==> src/rtl/if_stage_pkg.sv <==
// rtl/if_stage_pkg.sv - shared pipeline constants, fetch action encoding and jump-target helper
package if_stage_pkg;

   localparam logic [31:0] NOP_INSTR = 32'h0000_0000;

   localparam logic [5:0] OP_RTYPE = 6'b000000;
   localparam logic [5:0] OP_LW    = 6'b100011;
   localparam logic [5:0] OP_SW    = 6'b101011;
   localparam logic [5:0] OP_BNE   = 6'b000101;
   localparam logic [5:0] OP_ADDI  = 6'b001000;
   localparam logic [5:0] OP_J     = 6'b000010;

   typedef enum logic [1:0] {
      ACT_SEQ,
      ACT_STALL,
      ACT_BRANCH,
      ACT_JUMP
   } fetch_act_e;

   // {pc[31:28], instr[25:0], 2'b00}, written with whole-word masks
   function automatic logic [31:0] jtarget(input logic [31:0] pc, input logic [31:0] instr);
      return (pc & 32'hF000_0000) | ((instr << 2) & 32'h0FFF_FFFC);
   endfunction

endpackage

==> src/rtl/imem_rom.sv <==
// rtl/imem_rom.sv - word-addressed instruction array, synchronous write, combinational read
module imem_rom #(
   parameter int DEPTH = 64,
   parameter int AW    = $clog2(DEPTH)
) (
   input  logic          clk,
   input  logic          we,
   input  logic [AW-1:0] waddr,
   input  logic [31:0]   wdata,
   input  logic [AW-1:0] raddr,
   output logic [31:0]   rdata
);

   logic [31:0] mem [DEPTH];

   always_ff @(posedge clk) begin
      if (we) begin
         mem[waddr] <= wdata;
      end
   end

   // Combinational read sees the pre-edge contents, giving read-before-write
   assign rdata = mem[raddr];

endmodule

==> src/rtl/if_stage.sv <==
// rtl/if_stage.sv - instruction fetch: PC, redirect/stall select, one-shot jump guard
module if_stage #(
   parameter int          IMEM_DEPTH = 64,
   parameter logic [31:0] RESET_PC   = 32'h0000_0000
) (
   input  logic                          clk,
   input  logic                          rst,
   input  logic                          stall,
   input  logic                          br_taken,
   input  logic [31:0]                   br_target,
   input  logic                          jump,
   input  logic [31:0]                   ID_instruction,
   input  logic                          imem_we,
   input  logic [$clog2(IMEM_DEPTH)-1:0] imem_waddr,
   input  logic [31:0]                   imem_wdata,
   output logic [31:0]                   IF_instruction,
   output logic [31:0]                   IF_pc_plus4,
   output logic [31:0]                   pc
);

   import if_stage_pkg::*;

   localparam int          AW      = $clog2(IMEM_DEPTH);
   localparam logic [29:0] DEPTH_W = 30'(IMEM_DEPTH);

   fetch_act_e    act;
   logic [31:0]   target;
   logic          jmp_done;
   logic [AW-1:0] raddr;
   logic [31:0]   rdata;
   logic [31:0]   fetched;
   logic          unused_bits;

   always_comb begin
      act    = ACT_SEQ;
      target = pc;
      if (br_taken) begin
         act    = ACT_BRANCH;
         target = {br_target[31:2], 2'b00};
      end else if (jump && !jmp_done) begin
         act    = ACT_JUMP;
         target = jtarget(pc, ID_instruction);
      end else if (stall) begin
         act = ACT_STALL;
      end
   end

   assign raddr       = target[AW+1:2];
   assign fetched     = (target[31:2] < DEPTH_W) ? rdata : NOP_INSTR;
   assign unused_bits = ^br_target[1:0];

   imem_rom #(
      .DEPTH (IMEM_DEPTH),
      .AW    (AW)
   ) u_imem (
      .clk   (clk),
      .we    (imem_we),
      .waddr (imem_waddr),
      .wdata (imem_wdata),
      .raddr (raddr),
      .rdata (rdata)
   );

   always_ff @(posedge clk) begin
      if (!rst) begin
         pc             <= RESET_PC;
         IF_instruction <= NOP_INSTR;
         IF_pc_plus4    <= 32'h0;
         jmp_done       <= 1'b0;
      end else begin
         // Guard re-arms only once decode drops jump; branches leave it alone
         if (!jump) begin
            jmp_done <= 1'b0;
         end else if (act == ACT_JUMP) begin
            jmp_done <= 1'b1;
         end
         if (act != ACT_STALL) begin
            IF_instruction <= fetched;
            IF_pc_plus4    <= target + 32'd4;
            pc             <= target + 32'd4;
         end
      end
   end

endmodule
==> config.mk <==
export PLATFORM = sky130hd
export DESIGN_NAME = if_stage
export DESIGN_NICKNAME = d
export VERILOG_FILES = /design/src/rtl/if_stage_pkg.sv /design/src/rtl/imem_rom.sv /design/src/rtl/if_stage.sv
export SDC_FILE = /design/constraint.sdc
export NUM_CORES = 2
export LEC_CHECK = 0
export BUFFER_PORTS_ARGS = -buffer_cell sky130_fd_sc_hd__buf_2
export CELL_PAD_IN_SITES_DETAIL_PLACEMENT = 1
export CELL_PAD_IN_SITES_GLOBAL_PLACEMENT = 1
export CORE_AREA = 2 2 387 389
export DETAILED_ROUTE_END_ITERATION = 12
export DIE_AREA = 0 0 389 391
export GPL_TIMING_DRIVEN = 1
export PLACE_DENSITY = 0.95
export SKIP_LAST_GASP = 1
export SLEW_MARGIN = 20
export SYNTH_ARGS = -nofsm -noshare
export SYNTH_HDL_FRONTEND = slang
export SYNTH_SLANG_ARGS = --single-unit
==> constraint.sdc <==
create_clock -name clk -period 11.2 [get_ports clk]
set_input_delay 2.24 -clock clk [delete_from_list [all_inputs] [get_ports clk]]
set_output_delay 2.24 -clock clk [all_outputs]
set_load 0.01 [all_outputs]
# After elaboration in Yosys (flattened, before gate mapping)
# Memories as Yosys holds them, arrays and structs flattened.
# Index checks and enable logic that the tools add are counted.
[word_totals]
ram_bits = 2048
n_memories = 1
out_inout_bits = 96
input_bits = 108
reg_bits = 65
wordCells = 20
[memory_table]
columns = ["memory", "words", "word_bits", "rd", "rd_ports_with_merged_regs", "write_ports", "line_no", "text"]
rows = [
  ["u_imem.mem", 64, 32, 1, 0, 1, "imem_rom.sv:14", "logic [31:0] mem [DEPTH];"],
]
[op_classes]
reduce_logical = 3
magnitude_cmp = 1
mux = 8
bitwise_logic = 1
eq_ne = 2
add_sub_neg = 1
[ops]
columns = ["operator", "count"]
rows = [
  ["2-to-1 mux 32 bit", 3],
  ["adder 32 x 3 -> 32 bit, second input constant", 1],
  ["bitwise OR 32 x 28 -> 32 bit", 1],
  ["< comparator 30 x 7 -> 1 bit, second input constant", 1],
  ["2-to-1 mux 2 bit", 2],
  ["2-to-1 mux 1 bit", 3],
  ["equality test 2 bit, second input constant", 1],
  ["!= test 2 x 1 -> 1 bit, second input constant", 1],
  ["AND reduction 2 bit", 1],
  ["logical AND 1 bit", 1],
  ["logical NOT 1 bit", 1],
]

# Logic depth before layout (Yosys ltp)
[depth]
ltp_word = 6
depth_mapped = 18
mapped_depth_nobuf = 10

# Modules after synthesis
# A second synthesis with hierarchy kept.
[hier_totals]
cells_unflattened = 3859
hier_area_um2 = 82305.2
[by_module_without_submodules]
columns = ["module", "n_inst", "seq_area_each_um2", "area_per_inst_um2", "cells_each"]
rows = [
  ["imem_rom", 1, 61499.0, 77874.7, 3292],
  ["if_stage", 1, 1261.2, 4430.5, 567],
]

# Worst setup path before layout
# No wires, ideal clock.
[synth_timing]
path_type = "input-to-reg"
from = "in imem_waddr[5]"
to = "mem u_imem.mem[48][0], enable pin"
path_stages = 4
t_required_ns = 10.739
arrival_time_ns = 5.116
path_buffers = 1
path_slack_ns = 5.623
path_cell_list = "clkbuf_1 nand3_1 or3_1 nor3_1"
[synth_rtl]
columns = ["item", "line_no", "text"]
rows = [
  ["start: declaration", "if_stage.sv:14", "input logic [$clog2(IMEM_DEPTH)-1:0] imem_waddr,"],
  ["end: declaration", "imem_rom.sv:14", ""],
]
# Straight into the memory's write port.

# Worst setup path after layout
[layout_timing]
from = "in br_taken"
to = "reg IF_instruction[16]"
[layout_via]
elab_chain_cells = 3
word_cells_on_any_way = 6
[layout_lines]
columns = ["item", "line_no", "text"]
rows = [
  ["start: declaration", "if_stage.sv:9", "input logic br_taken,"],
  ["2-to-1 mux 32 bit", "if_stage.sv:37", "if (br_taken) begin"],
  ["< comparator 30 x 7 -> 1 bit / memory (64 x 32 bit) (equally long branches)", "--", ""],
  ["2-to-1 mux 32 bit", "if_stage.sv:49", "assign fetched = (target[31:2] < DEPTH_W) ? rdata : NOP_INSTR;"],
  ["end signal: assignment", "if_stage.sv:78", "IF_instruction <= fetched;"],
  ["end: declaration", "if_stage.sv:16", "output logic [31:0] IF_instruction,"],
]
# Several ways; a longest one is shown, not always the timed one.
# A chain may end at the register's enable or synchronous reset.

==> results.yml <==
sta:
  period_needed_ns: 7.89
  rsz0062_at_grt: "no"
  fin_skew_ns: 0.0431
  fin_crit_sh_pct: 70.4
  slew_headroom_pct: 14.3
  max_clock_freq_mhz: 127
  tightest_slew_ns: 1.29
  finalMaxSlewViolations: 0
  final.setup.tns_ns: 0
  final_hold_viol_count: 0
  setup_viol: 0
placed_design:
  dpl.hpwl_um: 158000
  place_congestion: 0.878
  io_buffer_count: 191
  dpl_cell_area_mm2: 0.0868
critical_path:
  crit_path_frequent_cell: "o21ai_1"
  critPathCapture: "IF_instruction[16]"
  r2r-start: "jmp_done"
  crit_arrival_ns: 8.66
  path_class: "input port to flip-flop"
  cp-startpoint: "br_taken"
  critical_path.max_fanout: 200
  path_cells: "buf_2 > buf_4 > and2b_1 > a211o_4 > clkinv_16 > nand3_1 > a21oi_1 > a2111oi_0 > o21ai_1 > nand4_1 > o21ai_1"
  max_stage_delay_ns: 1.01
  reg2reg_to: "IF_instruction[16]"
  path_delay_family: "compound AO/OA/AOI/OAI gates"
  startpoint_type: "input port"
  path_buf_inv: 3
  cp.depth: 11
  crit_slowest_cell: "a2111oi_0"
  ff2ff_path_depth: 10
  rrSetupSlack_ns: 4.94
  cp-end-kind: "flip-flop"
  critical_path_required_ns: 11.97
yosys:
  yosysWarnings: 0
  yosys-top-cells-count: "2048 x edfxtp_1, 896 x nand2_1, 355 x a21oi_1"
  synth_top_area_share_pct: 73.2
  synthArstFlopShare_pct: 0
  synth_area_leaders: "edfxtp_1 73%, nand2_1 4.0%, mux4_2 4.0%"
  syn_area_mm2: 0.0840
  yosysMostFrequentCell: "edfxtp_1"
  avgSynthCellArea_um2: 15.7
  synth-seq-cells: 2111
  synth_top_area_cell: "edfxtp_1"
  yosysSeqAreaShare_pct: 74.7
  synthDistinctLibCells: 93
  syn_inst: 5347
  synth_ff_type: "edfxtp_1"
  synth_edf_count: 2048
floorplanning:
  die_h_um: 391
  num_rows: 142
  io-pin-count: 204
  dieArea_mm2: 0.152
  core_area_mm2: 0.149
  die_width_um: 389
  initial_core_util_pct: 56.5
power:
  share_comb_of_total_power_pct: 10.2
  clkPwrFrac_pct: 40.6
  netSwitchingPower_mw: 4.55
  internal_power_mw: 13.2
  powerDensity_mw_per_mm2: 190
  leakagePower_nw: 30.7
  switching_share_pct: 25.6
  total_power_mw: 17.8
  seqPwrFrac_pct: 49.2
  peakVddDrop_v: 0.000137
outcome:
  status: "finished, final reports clean"
grt:
  grt_pass1_vias: 59700
  grt_max_degree: 201
  overflow: 0
  grt_first_pass_wirelength_um: 440000
  antenna_found_initial: 30
  track_usage_pct: 41.2
drt:
  drt-vias-per-instance: 7.66
  drc: 0
  detail-route-antenna-nets: 0
  drt-pass1-iter-count: 7
  vias: 58100
  wl_per_cell_um: 41.8
  routed_wl_um: 318000
  drt_iter0_drc: 11100
final_layout:
  stdcell_area_mm2: 0.0936
  fillers: 12900
  drive_gt1_share_pct: 15.8
  syn2layout_area_growth_pct: 11.4
  fin_nets: 5591
clock_tree:
  clockBufferDepth: 3
  cts_tree: "built"
  htree_num_levels: 4
  numCtsBuffers: 201
  cts_num_sinks: 2111
  path_clk_slew_ns: 0.07
  postCtsSetupRepairBufs: 0
  root_buffer: "clkbuf_16"
  ctsHoldBuffers: 0
  cts.repair.resized: 0
  worst_skew_pair.late_latency_ns: 0.89
job:
  maxCapViolations: 0
worst_hold_path:
  hold_class: "flip-flop to flip-flop"
  worstHoldStart: "IF_instruction[25]"
## cells in the final DEF (no fill, tap or decap), types with 64 or more instances in the layout
master        n
clkbuf_16   206
a221oi_1     64
a21oi_1     355
o21ai_0      70
mux2i_1     173
edfxtp_1   2048
buf_4       142
a31oi_1      64
a211oi_1     64
nor2_4       68
mux4_2      149
nand2_1     896
a22oi_1     111
nand3_1     184
buf_2       167
## through the flow
stage / instances / setup slack, ns / hold WS [ns] / util, %
after CTS: 7585 / 3.66 / 0.485 / 62.9
after global placement: 7221 / 3.02 / 0.439 / 58.4
final: 7593 / 3.31 / 0.495 / 63.0
after detailed placement: 7221 / 2.77 / 0.442 / 58.4
after floorplan: 5350 / 5.62 / 0.462 / -
after global routing: 7591 / 3.39 / 0.507 / 63.0
## tightest hold or removal path, cell delays in order (launching register included)
cell     delay, ns
dfxtp_1       0.32
nand2_1       0.07
o21ai_1       0.06
## final cells by class
class	instances	area (um2)	share of cell area (%)
Clock buffer	249	5400	5.77
Inverter	30	165	0.177
Tap cell	1944	2430	2.60
Clock inverter	115	1270	1.36
Timing Repair Buffer	317	2050	2.19
Sequential cell	2111	62800	67.1
Multi-Input combinational cell	2821	19500	20.8
Antenna cell	6	15.0	0.0160
## power by group through the flow
stage / combinational [mW] / clock (mW) / sequential, mW
floorplan: 1.02 / 0 / 8.91
global placement: 1.49 / 0 / 8.91
detailed placement: 1.63 / 0 / 8.92
CTS: 1.72 / 7.15 / 8.76
global route: 1.84 / 7.40 / 8.76
finish: 1.81 / 7.21 / 8.76
## per-layer routing
layer / GRT usage, % / part of all wire (%) / wire length [um] / vias to the layer above
li1: - / - / - / 21200
met1: 47.6 / 30 / 95900 / 28400
met2: 63.2 / 45 / 143000 / 6450
met3: 13.7 / 15 / 46700 / 2087
met4: 33.4 / 10 / 31700 / 32
met5: 0 / 0.063 / 199 / -
## registers in the layout, summed over array words and instances (netlist names)
signal / cells
pc: 30
u_imem.mem: 2048
jmp_done: 1
IF_instruction: 32
## cells by family after synthesis
kind of cell               after synthesis  synth area share, %
DFF                                   2111                 74.7
muxes                                  351                 6.52
other                                    1              0.00446
xor gates and xnor gates                22                0.229
adders and majority gates                1               0.0149
buffers and inverters                  418                 2.82
and+or+nand+nor                       1421                 7.50
AOI/OAI and AO/OA                     1022                 8.19
## worst min-delay path by stage
stage          slack, ns                  to  cells after the start
2_1_floorplan       0.46  IF_instruction[11]                      2
3_3_place_gp        0.44   IF_instruction[0]                      2
3_5_place_dp        0.44  IF_instruction[14]                      2
4_1_cts             0.49   IF_instruction[5]                      2
5_1_grt             0.51   IF_instruction[5]                      2
6_report            0.49  IF_instruction[25]                      2
Note: power is estimated with default switching activity, not from simulation.
